### config.mk
export PLATFORM = sky130hd
export DESIGN_NAME = flag_selector
export DESIGN_NICKNAME = d
export VERILOG_FILES = /design/src/rtl/flag_pkg.sv /design/src/rtl/flag_selector_button_debounce.sv /design/src/rtl/flag_selector.sv
export SDC_FILE = /design/constraint.sdc
export NUM_CORES = 1
export LEC_CHECK = 0
export BUFFER_PORTS_ARGS = -buffer_cell sky130_fd_sc_hd__buf_2
export CAP_MARGIN = 15
export CORE_MARGIN = 2
export CORE_UTILIZATION = 64
export CTS_CLUSTER_SIZE = 8
export DETAILED_ROUTE_END_ITERATION = 16
export PLACE_DENSITY = 0.9
export SYNTH_ARGS = -nofsm -noshare
export SYNTH_HDL_FRONTEND = slang
export SYNTH_SLANG_ARGS = --single-unit
### constraint.sdc
create_clock -name clk -period 5 [get_ports clk]
set_input_delay 0.5 -clock clk [delete_from_list [all_inputs] [get_ports clk]]
set_output_delay 0.5 -clock clk [all_outputs]
set_load 0.01 [all_outputs]
### src/rtl/flag_pkg.sv
// Shared definitions for the flag selector and the flag lookup, so both sides
// agree on the index width and the default timing parameters.
package flag_pkg;

    localparam int FLAG_IDX_W          = 8;
    localparam int DEBOUNCE_FRAMES_DEF = 3;
    localparam int AUTO_FRAMES_DEF     = 300;
    localparam int SYNC_STAGES_DEF     = 2;

    typedef logic [FLAG_IDX_W-1:0] flag_idx_t;

    typedef enum logic [1:0] {
        APPLY_NONE,
        APPLY_CLEAR,
        APPLY_NEXT,
        APPLY_PREV
    } apply_op_e;

endpackage

### src/rtl/flag_selector_button_debounce.sv
// Synchroniser plus frame-sampled debounce for one raw button. The press output
// is high only during the frame_start cycle that accepts a new pressed level.
module button_debounce #(
    parameter int DEBOUNCE_FRAMES = 3,
    parameter int SYNC_STAGES     = 2
) (
    input  logic clk,
    input  logic rst,
    input  logic frame_start,
    input  logic btn,
    output logic press
);

    localparam int CNT_W = $clog2(DEBOUNCE_FRAMES + 1);

    logic [SYNC_STAGES-1:0] sync_q;
    logic                   sample;
    logic                   stable;
    logic [CNT_W-1:0]       cnt;
    logic                   accept;

    always_ff @(posedge clk or posedge rst) begin
        if (rst) begin
            sync_q <= '0;
        end else begin
            sync_q <= {sync_q[SYNC_STAGES-2:0], btn};
        end
    end

    assign sample = sync_q[SYNC_STAGES-1];
    assign accept = frame_start && (sample != stable) && (cnt == CNT_W'(DEBOUNCE_FRAMES - 1));
    assign press  = accept && sample;

    // Any frame sample agreeing with the stable level restarts the run of disagreeing samples.
    always_ff @(posedge clk or posedge rst) begin
        if (rst) begin
            stable <= 1'b0;
            cnt    <= '0;
        end else if (frame_start) begin
            if (sample == stable) begin
                cnt <= '0;
            end else if (accept) begin
                stable <= sample;
                cnt    <= '0;
            end else begin
                cnt <= cnt + 1'b1;
            end
        end
    end

endmodule

### src/rtl/flag_selector.sv
// Frame-synchronous flag index selector driven by debounced next/prev buttons
// and an optional slideshow timer; the index only moves on frame_start.
module flag_selector
    import flag_pkg::*;
#(
    parameter int DEBOUNCE_FRAMES = DEBOUNCE_FRAMES_DEF,
    parameter int AUTO_FRAMES     = AUTO_FRAMES_DEF,
    parameter int SYNC_STAGES     = SYNC_STAGES_DEF
) (
    input  logic                  clk,
    input  logic                  rst,
    input  logic                  frame_start,
    input  logic                  btn_next,
    input  logic                  btn_prev,
    input  logic                  auto_en,
    input  logic [FLAG_IDX_W-1:0] count,
    output logic [FLAG_IDX_W-1:0] selector,
    output logic                  changed
);

    localparam int AUTO_W = $clog2(AUTO_FRAMES);

    logic [SYNC_STAGES-1:0] auto_sync_q;
    logic                   auto_en_sync;
    logic                   next_press;
    logic                   prev_press;
    logic                   next_req;
    logic                   prev_req;
    logic                   auto_req;
    logic                   auto_wrap;
    logic [AUTO_W-1:0]      auto_cnt;
    logic [AUTO_W-1:0]      auto_cnt_nxt;
    flag_idx_t              sel_nxt;
    flag_idx_t              sel_prev;
    flag_idx_t              last_idx;
    apply_op_e              op;

    button_debounce #(
        .DEBOUNCE_FRAMES(DEBOUNCE_FRAMES),
        .SYNC_STAGES    (SYNC_STAGES)
    ) u_next (
        .clk        (clk),
        .rst        (rst),
        .frame_start(frame_start),
        .btn        (btn_next),
        .press      (next_press)
    );

    button_debounce #(
        .DEBOUNCE_FRAMES(DEBOUNCE_FRAMES),
        .SYNC_STAGES    (SYNC_STAGES)
    ) u_prev (
        .clk        (clk),
        .rst        (rst),
        .frame_start(frame_start),
        .btn        (btn_prev),
        .press      (prev_press)
    );

    always_ff @(posedge clk or posedge rst) begin
        if (rst) begin
            auto_sync_q <= '0;
        end else begin
            auto_sync_q <= {auto_sync_q[SYNC_STAGES-2:0], auto_en};
        end
    end

    assign auto_en_sync = auto_sync_q[SYNC_STAGES-1];

    // A manual press restarts the slideshow interval so the user gets a full period.
    always_comb begin
        auto_wrap    = 1'b0;
        auto_cnt_nxt = auto_cnt;
        if (next_press || prev_press || !auto_en_sync) begin
            auto_cnt_nxt = '0;
        end else if (auto_cnt == AUTO_W'(AUTO_FRAMES - 1)) begin
            auto_cnt_nxt = '0;
            auto_wrap    = 1'b1;
        end else begin
            auto_cnt_nxt = auto_cnt + 1'b1;
        end
    end

    assign last_idx = count - flag_idx_t'(1);

    always_comb begin
        op = APPLY_NONE;
        if (count == '0 || selector >= count) begin
            op = APPLY_CLEAR;
        end else if (next_req && prev_req) begin
            op = APPLY_NONE;
        end else if (next_req || auto_req) begin
            op = APPLY_NEXT;
        end else if (prev_req) begin
            op = APPLY_PREV;
        end
    end

    always_comb begin
        sel_nxt = selector;
        case (op)
            APPLY_CLEAR: sel_nxt = '0;
            APPLY_NEXT:  sel_nxt = (selector == last_idx) ? '0 : selector + flag_idx_t'(1);
            APPLY_PREV:  sel_nxt = (selector == '0) ? last_idx : selector - flag_idx_t'(1);
            default:     sel_nxt = selector;
        endcase
    end

    // Requests captured at this frame_start are applied at the next one.
    always_ff @(posedge clk or posedge rst) begin
        if (rst) begin
            selector <= '0;
            sel_prev <= '0;
            changed  <= 1'b0;
            next_req <= 1'b0;
            prev_req <= 1'b0;
            auto_req <= 1'b0;
            auto_cnt <= '0;
        end else begin
            sel_prev <= selector;
            changed  <= (selector != sel_prev);
            if (frame_start) begin
                selector <= sel_nxt;
                next_req <= next_press;
                prev_req <= prev_press;
                auto_req <= auto_wrap;
                auto_cnt <= auto_cnt_nxt;
            end
        end
    end

endmodule

==> impl_metrics.json, run 1 <==
{
  "fin_area_um2": 2800,
  "slew_violations": 0,
  "preCtsSetupSlack_ns": 1.98,
  "combPwrFrac_pct": 41.8,
  "antenna_cells": 0,
  "finalHoldViolCount": 0,
  "htree_levels": 2,
  "start_util_pct": 65.9,
  "critical_path_required_ns": 5.19,
  "p_sw_w": 0.000548,
  "die-area_um2": 4590,
  "worstPathMaxFanout": 9,
  "power_leakage_nw": 1.37,
  "worstPathArrival_ns": 2.88,
  "hp-class": "in -> async",
  "max_freq_mhz": 372,
  "die_x_um": 67.7,
  "gr-total-overflow": 0,
  "design.core.area_um2": 3940,
  "max_slew_margin_pct": 52.4,
  "area_delta_synth_final_pct": 7.90,
  "ios": 23,
  "synthDistinctLibCells": 57,
  "tightest_slew_ns": 0.713,
  "whs_ns": 0.304,
  "dp_hpwl_um": 3710,
  "clock-sinks": 41,
  "cap_violations": 0,
  "finalSetupTns_ns": 0,
  "switching_share_pct": 39.3,
  "vias": 1997,
  "status": "completed",
  "drc": 0,
  "via_per_inst": 5.86,
  "final_net_count": 318,
  "synthCells": 270,
  "grt_pass1_wl_um": 8640,
  "power.internal_w": 0.000846,
  "utilization_pct": 71.1,
  "synth_seq_cells": 41,
  "netlist_area_um2": 2600,
  "antenna_found_initial": 0,
  "cts.reportedPaths.clkPinSlew_ns": 0.08,
  "first_iter_violations": 150,
  "clock_path_buffers": 2,
  "cts_setup_buffers": 0,
  "avgSynthCellArea_um2": 9.62,
  "clock_latency_ns": 0.30,
  "grt_usage_pct": 25.6,
  "period_needed_ns": 2.69,
  "ctsHoldBuffers": 0,
  "cts_tree": "done",
  "period_share_pct": 53.7,
  "ir_drop_v": 0.000320,
  "worstSetupStartpointType": "flop",
  "wl_um": 5150,
  "seqPwrFrac_pct": 38.2,
  "synth_edf_count": 0,
  "first_pass_iters": 4,
  "grt_max_degree": 42,
  "dpl_cell_area_um2": 2680,
  "p_per_area_nw_per_um2": 497,
  "fp.dieH_um": 67.7,
  "core.rowCount": 23,
  "io_buffers": 22,
  "setup_slack_ns": 2.31,
  "critPathKind": "reg -> reg",
  "async_reset_ff_share_pct": 100,
  "fin_skew_ns": 0.00488,
  "synth_nets": 298,
  "gp_congestion": 0.912,
  "end_kind": "flop",
  "ant_nets": 0,
  "ctsResizeCount": 0,
  "ys_seq_area_share_pct": 39.5,
  "rsz0062_at_grt": "false",
  "cts_root_buffer": "clkbuf_8",
  "yosys_warnings": 0,
  "grt_pass1_vias": 1905,
  "setup_viol": 0,
  "ys.flop_type": "dfrtp_1",
  "clkPwrFrac_pct": 20.0,
  "cts_buffers": 5,
  "fillers": 304,
  "wl_per_cell_um": 15.1,
  "drive_gt1_share_pct": 16.2
}
-- cell usage in the layout (no fill, tap or decap), drive strengths merged, types with 2 or more instances in the layout --
cell type / count
a21oi: 5
nand2: 21
xnor2: 15
buf: 24
dfrtp: 41
a32oi: 2
inv: 23
nor4: 4
o22ai: 3
a22oi: 2
nand3: 13
o211ai: 5
a21o: 3
a21boi: 2
o21ai: 15
mux2i: 3
xor2: 19
nor2: 21
clkbuf: 6
ha: 14
and2: 3
nor2b: 2
nand4: 3
nand2b: 2
and3: 2
nor3: 9
nor3b: 3
mux2: 3
-- metrics by stage --
stage | cells | total power, W
2_1_floorplan | 270 | 0.000995
3_3_place_gp | 332 | 0.00108
3_5_place_dp | 332 | 0.00111
4_1_cts | 340 | 0.00139
5_1_grt | 341 | 0.00149
6_report | 341 | 0.00139
-- power by group through the flow --
stage	clock [W]	sequential (W)	combinational (W)
after global routing	0.000295	0.000548	0.000651
after floorplan	0	0.000490	0.000505
after detailed placement	0	0.000539	0.000570
after global placement	0	0.000532	0.000544
final	0.000278	0.000533	0.000582
after CTS	0.000282	0.000532	0.000578
-- registers in the layout (all words and copies together) (netlist names) --
| name | cells |
|---|---|
| auto_cnt | 9 |
| sel_prev | 8 |
| selector | 8 |
| auto_sync_q | 2 |
| u_next.cnt | 2 |
| u_next.sync_q | 2 |
| u_prev.cnt | 2 |
| u_prev.sync_q | 2 |
| auto_req | 1 |
| changed | 1 |
| next_req | 1 |
| prev_req | 1 |
| u_next.stable | 1 |
| u_prev.stable | 1 |
-- critical path, stage by stage, from the launching register on --
cell and delay [ns]:
dfrtp_1 0.52, inv_1 0.15, ha_1 0.31, nand2b_1 0.14, a21o_1 0.18, a31oi_1 0.19
o21ai_2 0.15, o21ai_0 0.35, buf_2 0.28, nor4_1 0.08, a211o_1 0.24
-- worst paths after layout --
| kind | from | to | slack (ns) | cells after the start |
|---|---|---|---|---|
| max | selector[0]$_DFFE_PP0P_ | selector[7]$_DFFE_PP0P_ | 2.31 | 10 |
| min | rst | sel_prev[0]$_DFF_PP0_ | 0.30 | 3 |
| max reg2reg | selector[0]$_DFFE_PP0P_ | selector[7]$_DFFE_PP0P_ | 2.31 | 10 |
| min reg2reg | u_next.sync_q[0]$_DFF_PP0_ | u_next.sync_q[1]$_DFF_PP0_ | 0.35 | 0 |
| max in group asynchronous | rst | prev_req$_DFFE_PP0P_ | 4.36 | 3 |
| min in group clk | btn_next | u_next.sync_q[0]$_DFF_PP0_ | 0.31 | 1 |
-- per-layer routing --
layer  track usage [%]  routed length (um)
met5                 0                   0
met4              8.42                  95
met3              6.50                 298
met2              43.9                2540
met1              31.5                2210
-- cells by family after synthesis --
group	count (synthesis)	synth area share, %
AOI/OAI and AO/OA	50	13.6
muxes	6	2.46
DFF	41	39.5
buffers and inverters	34	7.17
xor gates and xnor gates	35	12.3
adders and majority gates	14	6.74
and+or+nand+nor	90	18.2
-- Yosys cell counts, types with 4 or more instances --
cell type / number / area share (%)
nor2_1: 21 / 3.0
ha_1: 14 / 6.7
xor2_1: 19 / 6.4
xnor2_1: 15 / 5.1
nor3_1: 8 / 1.5
a21oi_1: 5 / 0.96
nand3_1: 13 / 2.5
nor4_1: 4 / 0.96
o211ai_1: 5 / 1.4
o21ai_0: 14 / 2.7
buf_6: 5 / 2.2
dfrtp_1: 41 / 39
nand2_1: 21 / 3.0
inv_1: 23 / 3.3
-- area by class of cell --
class / instances / area [um2] / area share [%]
Clock buffer: 6 / 82.6 / 2.95
Clock inverter: 2 / 37.5 / 1.34
Inverter: 23 / 86.3 / 3.08
Multi-Input combinational cell: 195 / 1390 / 49.4
Sequential cell: 41 / 1030 / 36.6
Tap cell: 50 / 62.6 / 2.23
Timing Repair Buffer: 24 / 123 / 4.37
Note: power is estimated with default switching activity, not from simulation.
==> run 2: changes to the inputs <==
--- a/config.mk
+++ b/config.mk
@@ -8,10 +8,10 @@
 export BUFFER_PORTS_ARGS = -buffer_cell sky130_fd_sc_hd__buf_2
 export CAP_MARGIN = 15
 export CORE_MARGIN = 2
-export CORE_UTILIZATION = 64
+export CORE_UTILIZATION = 54
 export CTS_CLUSTER_SIZE = 8
 export DETAILED_ROUTE_END_ITERATION = 16
-export PLACE_DENSITY = 0.9
+export PLACE_DENSITY = 0.81
 export SYNTH_ARGS = -nofsm -noshare
 export SYNTH_HDL_FRONTEND = slang
 export SYNTH_SLANG_ARGS = --single-unit
==> constraint.sdc (replaced) <==
create_clock -name clk -period 2.2 [get_ports clk]
set_input_delay 0.22 -clock clk [delete_from_list [all_inputs] [get_ports clk]]
set_output_delay 0.22 -clock clk [all_outputs]
set_load 0.01 [all_outputs]
==> run 2 against run 1 <==
  * Die area is 17% higher
  * Clock skew shrank 0.0018 ns
  * Clock power is 130% higher
  * Via count is 5.1% higher
  * Non-clock buffer count rose by 22
  * Sequential power is 100% higher
  * Worst setup slack worse by 2.3 ns
  * Count of clock-buffer cells in the layout did not move
  * Core utilization decreased by 7.1 points
  * Critical path depth is 1 lower
  * Worst hold slack got worse by 0.28 ns
  * Cell area increased by 7.1%
  * Critical path type unchanged
  * Critical endpoint is now selector[1]$_DFFE_PP0P_
==> impl_metrics.json, run 2 (synthesized netlist as in run 1, its figures left out) <==
{
  "status": "completed",
  "core.rowCount": 25,
  "die_x_um": 73.4,
  "final_cell_mix": "39 x dfrtp_1, 24 x buf_4, 22 x inv_1, 22 x buf_2",
  "switching_share_pct": 38.5,
  "critical_path_required_ns": 2.43,
  "critPathKind": "reg -> reg",
  "clkPwrFrac_pct": 18.4,
  "power_leakage_nw": 1.49,
  "multi_input_area_um2": 1410,
  "rr_worst_depth": 9,
  "hp-class": "in -> reg",
  "combPwrFrac_pct": 49.8,
  "via_per_inst": 5.72,
  "power.internal_w": 0.00210,
  "start_util_pct": 55.4,
  "whs_ns": 0.0261,
  "largest_reg_flops": 9,
  "p_sw_w": 0.00132,
  "slew_violations": 0,
  "design.core.area_um2": 4690,
  "finalHoldViolCount": 0,
  "wl_um": 5520,
  "p_per_area_nw_per_um2": 1140,
  "fillers": 382,
  "grt_max_degree": 42,
  "end_kind": "flop",
  "wl_per_cell_um": 15.0,
  "worstHoldPathCells": 1,
  "fin_skew_ns": 0.00305,
  "area_delta_synth_final_pct": 15.6,
  "clock_path_buffers": 2,
  "regMostFlops": "auto_cnt",
  "finalPower_w": 0.00342,
  "cts_tree": "done",
  "antenna_found_initial": 0,
  "cts_root_buffer": "clkbuf_8",
  "fp.dieH_um": 73.4,
  "die-area_um2": 5380,
  "worstHoldStart": "btn_prev",
  "final_common_cell": "dfrtp_1",
  "first_iter_violations": 138,
  "grt_pass1_wl_um": 9010,
  "drive_gt1_share_pct": 24.0,
  "reg2reg_from": "selector[0]$_DFFE_PP0P_",
  "ios": 23,
  "grt_usage_pct": 21.9,
  "cp-startpoint": "selector[0]$_DFFE_PP0P_",
  "finalSetupTns_ns": 0,
  "drc": 0,
  "preCtsSetupSlack_ns": -0.0492,
  "regArea_um2": 1030,
  "rsz0062_at_grt": "true",
  "antenna_cells": 0,
  "gr-total-overflow": 0,
  "dp_cells": 356,
  "top_regs": "auto_cnt (9), sel_prev (8), selector (8)",
  "cap_violations": 0,
  "setup_slack_ns": 0.0397,
  "ant_nets": 0,
  "worstPathMaxFanout": 8,
  "max_slew_margin_pct": 66.0,
  "clock_latency_ns": 0.29,
  "dp_hpwl_um": 3970,
  "cts_buffers": 5,
  "grt_pass1_vias": 1958,
  "io_buffers": 22,
  "instances_no_fill": 367,
  "max_freq_mhz": 463,
  "cts.reportedPaths.clkPinSlew_ns": 0.08,
  "setup_viol": 0,
  "clock-sinks": 41,
  "period_needed_ns": 2.16,
  "htree_levels": 2,
  "worstPathArrival_ns": 2.39,
  "tightest_slew_ns": 0.510,
  "vias": 2098,
  "worstSetupStartpointType": "flop",
  "first_pass_iters": 5,
  "gp_congestion": 0.912,
  "seqPwrFrac_pct": 31.7,
  "ir_drop_v": 0.000618,
  "period_share_pct": 98.2,
  "final_net_count": 340,
  "ctsHoldBuffers": 0
}
-- run 2: cell count changes in the layout (fill, tap and decap cells not counted), sizes merged --
cell  previous run  this run
buf             24        46
-- run 2: path summary, 6_finish.rpt --
path	slack [ns]	endpoint
setup / recovery	0.04	selector[1]$_DFFE_PP0P_
hold / removal	0.03	u_prev.sync_q[0]$_DFF_PP0_
setup reg to reg	0.04	selector[1]$_DFFE_PP0P_
hold reg to reg	0.35	auto_sync_q[1]$_DFF_PP0_
max in group asynchronous	1.78	selector[5]$_DFFE_PP0P_
min in group asynchronous	0.04	auto_cnt[4]$_DFFE_PP0P_
-- run 2: critical path, stage by stage (launching register included) --
cell and delay (ns):
dfrtp_2 0.41, inv_2 0.09, ha_4 0.20, nand2b_4 0.13, a21o_1 0.15, a31oi_1 0.20
o21ai_2 0.09, a311o_2 0.45, o221ai_2 0.19, a21boi_2 0.17
-- run 2: repair_timing --
| action | 4_1_cts | 5_1_grt |
|---|---|---|
| pin swaps | 0 | 5 |
| hold endpoints to repair | 0 | 0 |
| endpoints found under the setup margin | 2 | 5 |
| gates resized for setup | 1 | 3 |
| buffers inserted | 1 | 2 |
-- run 2: power groups by stage --
stage | Clock (W) | Sequential, W | Combinational (W)
floorplan | 0 | 0.00112 | 0.00115
global placement | 0 | 0.00108 | 0.00156
detailed placement | 0 | 0.00109 | 0.00162
CTS | 0.000641 | 0.00108 | 0.00165
global route | 0.000674 | 0.00111 | 0.00188
finish | 0.000631 | 0.00109 | 0.00170
-- run 2: layer usage --
metal | up-vias | part of all wire [%] | track usage [%]
li1 | 1016 | - | -
met1 | 1008 | 44 | 29.1
met2 | 59 | 48 | 35.3
met3 | 15 | 4.9 | 4.53
met4 | 0 | 2.4 | 8.28
met5 | - | 0 | 0
-- run 2: metrics by stage --
stage	utilization, %	cell area, um2
floorplan	-	2600
CTS	63.2	2970
detailed placement	60.4	2840
finish	64.0	3000
global route	64.0	3000
global placement	60.4	2840
-- run 2: layout make-up --
| cell class | count | area share, % |
|---|---|---|
| timing repair buffer | 46 | 9.67 |
| sequential | 41 | 34.3 |
| multi-input combinational | 195 | 47.0 |
| tap | 54 | 2.25 |
| inverter | 23 | 2.88 |
| clock buffer | 6 | 2.75 |
| clock inverter | 2 | 1.25 |
==> run 3: changes to the inputs <==
--- a/config.mk
+++ b/config.mk
@@ -11,7 +11,7 @@
 export CORE_UTILIZATION = 54
 export CTS_CLUSTER_SIZE = 8
 export DETAILED_ROUTE_END_ITERATION = 16
-export PLACE_DENSITY = 0.81
+export PLACE_DENSITY = 0.82
 export SYNTH_ARGS = -nofsm -noshare
 export SYNTH_HDL_FRONTEND = slang
 export SYNTH_SLANG_ARGS = --single-unit
==> run 3 against run 2 <==
  * Fmax is 1.2% lower
  * Register-to-register slack worse by 0.03 ns
  * Combinational power hardly changed
  * Global-route usage is 1.2 points higher
  * Worst hold slack worse by 0.0037 ns
  * Worst setup slack worse by 0.025 ns
  * Largest cell class unchanged
  * Non-clock buffer count stayed put
==> impl_metrics.json, run 3 (synthesized netlist as in run 1, its figures left out) <==
{
  "cap_violations": 0,
  "hp-class": "in -> reg",
  "io_buffers": 22,
  "drive_gt1_share_pct": 23.6,
  "grt_usage_pct": 23.1,
  "multi_input_area_um2": 1440,
  "clock_path_buffers": 2,
  "min_to": "u_next.sync_q[0]$_DFF_PP0_",
  "worstPathMaxFanout": 5,
  "cp_slowest_cell": "dfrtp_2",
  "slowest_delay_ns": 0.42,
  "max_slew_margin_pct": 65.0,
  "regArea_um2": 1030,
  "wl_um": 5540,
  "worstSetupStartpointType": "flop",
  "period_needed_ns": 2.19,
  "first_pass_iters": 5,
  "cts.reportedPaths.clkPinSlew_ns": 0.08,
  "r2r_setup_slack_ns": 0.01,
  "end_kind": "flop",
  "critical_path_required_ns": 2.44,
  "status": "completed",
  "grt_pass1_vias": 1990,
  "clock-sinks": 41,
  "die_x_um": 73.4,
  "rr_worst_depth": 9,
  "antenna_cells": 0,
  "fillers": 374,
  "cts_tree": "done",
  "design.core.area_um2": 4690,
  "final_net_count": 341,
  "gr-total-overflow": 0,
  "dp_cells": 355,
  "wl_per_cell_um": 15.1,
  "tightest_slew_ns": 0.525,
  "dp_hpwl_um": 3750,
  "setup_viol": 0,
  "final_common_cell": "dfrtp_1",
  "worstHoldStart": "btn_next",
  "worstPathArrival_ns": 2.42,
  "reg2reg_from": "selector[0]$_DFFE_PP0P_",
  "period_share_pct": 99.4,
  "r2r-end": "selector[1]$_DFFE_PP0P_",
  "antenna_found_initial": 0,
  "top_regs": "auto_cnt (9), sel_prev (8), selector (8)",
  "fp.dieH_um": 73.4,
  "instances_no_fill": 368,
  "power_leakage_nw": 1.50,
  "drc": 0,
  "cts_root_buffer": "clkbuf_8",
  "ir_drop_v": 0.000690,
  "slew_violations": 0,
  "critPathKind": "reg -> reg",
  "gp_congestion": 0.940,
  "grt_max_degree": 42,
  "preCtsSetupSlack_ns": -0.0504,
  "regMostFlops": "auto_cnt",
  "grt_pass1_wl_um": 9370,
  "finalPower_w": 0.00350,
  "final_cell_mix": "40 x dfrtp_1, 22 x inv_1, 22 x buf_2, 22 x buf_4",
  "via_per_inst": 5.58,
  "p_per_area_nw_per_um2": 1150,
  "worstHoldPathCells": 1,
  "die-area_um2": 5380,
  "first_iter_violations": 217,
  "finalSetupTns_ns": 0,
  "finalHoldViolCount": 0,
  "area_delta_synth_final_pct": 17.4,
  "fin_skew_ns": 0.00492,
  "vias": 2052,
  "rsz0062_at_grt": "true",
  "max_freq_mhz": 457,
  "core.rowCount": 25,
  "ios": 23,
  "clock_latency_ns": 0.30,
  "start_util_pct": 55.4,
  "cts_buffers": 5,
  "htree_levels": 2,
  "ant_nets": 0,
  "crit_chain": "inv_4 > ha_4 > nand2b_4 > a21o_1 > a31oi_2 > o21ai_2 > a311o_2 > o221ai_2 > a21boi_2",
  "setup_slack_ns": 0.0142,
  "largest_reg_flops": 9
}
-- run 3: cell types whose count changed in the layout (fill, tap and decap cells not counted), sizes merged --
cell,before,now
a311o,1,2
buf,46,44
bufinv,1,2
clkbuf,6,5
clkinv,0,1
clkinvlp,1,0
dlygate4sd3,0,2
-- run 3: repair_timing --
item | in CTS | in global routing
gates cloned | 1 | 0
endpoints found under the hold margin | 0 | 2
pin swaps | 3 | 6
hold buffers | 0 | 2
setup buffers | 0 | 2
gates resized for setup | 2 | 4
setup endpoints to repair | 2 | 6
-- run 3: area by class of cell --
type	instances	area share, %
Clock buffer	5	2.26
Clock inverter	3	2.13
Inverter	23	2.91
Multi-Input combinational cell	196	47.2
Sequential cell	41	33.7
Tap cell	54	2.21
Timing Repair Buffer	46	9.68
-- run 3: power by group --
part	switching [W]	internal (W)	leakage, nW
logic	0.000910	0.000796	0.900
clock network	0.000262	0.000450	0.0681
registers	0.000139	0.000939	0.530
-- run 3: metrics by stage --
step / instance area (um2) / hold WS [ns] / util (%)
after floorplan: 2600 / 0.251 / -
final: 3050 / 0.0224 / 65.0
after detailed placement: 2830 / 0.330 / 60.3
after global routing: 3050 / 0.0127 / 65.0
after global placement: 2830 / 0.329 / 60.3
after CTS: 2980 / 0.0107 / 63.5
-- run 3: how the worst max path moves through the flow --
stage / cells past startpoint / slack, ns / startpoint / end
finish: 9 / 0.01 / selector[0]$_DFFE_PP0P_ / selector[1]$_DFFE_PP0P_
floorplan: 10 / 0.02 / selector[0]$_DFFE_PP0P_ / selector[7]$_DFFE_PP0P_
global route: 9 / -0.08 / selector[0]$_DFFE_PP0P_ / selector[1]$_DFFE_PP0P_
CTS: 9 / 0.004 / selector[0]$_DFFE_PP0P_ / selector[1]$_DFFE_PP0P_
global placement: 10 / 0.02 / count[0] / selector[7]$_DFFE_PP0P_
detailed placement: 10 / -0.05 / count[0] / selector[7]$_DFFE_PP0P_
-- run 3: critical path, delay by kind of cell, from the launching register on --
| kind | cells | cell delay (ns) |
|---|---|---|
| fa+ha+maj | 1 | 0.20 |
| simple gates | 1 | 0.13 |
| flops | 1 | 0.42 |
| compound gates | 6 | 1.28 |
| buf+inv | 1 | 0.08 |
-- run 3: layer usage --
layer / GRT usage, % / up-vias / share of wire [%]
li1: - / 1025 / -
met1: 30.9 / 957 / 45
met2: 37.0 / 64 / 49
met3: 6.31 / 6 / 5.0
met4: 6.67 / 0 / 0.97
met5: 0 / - / 0
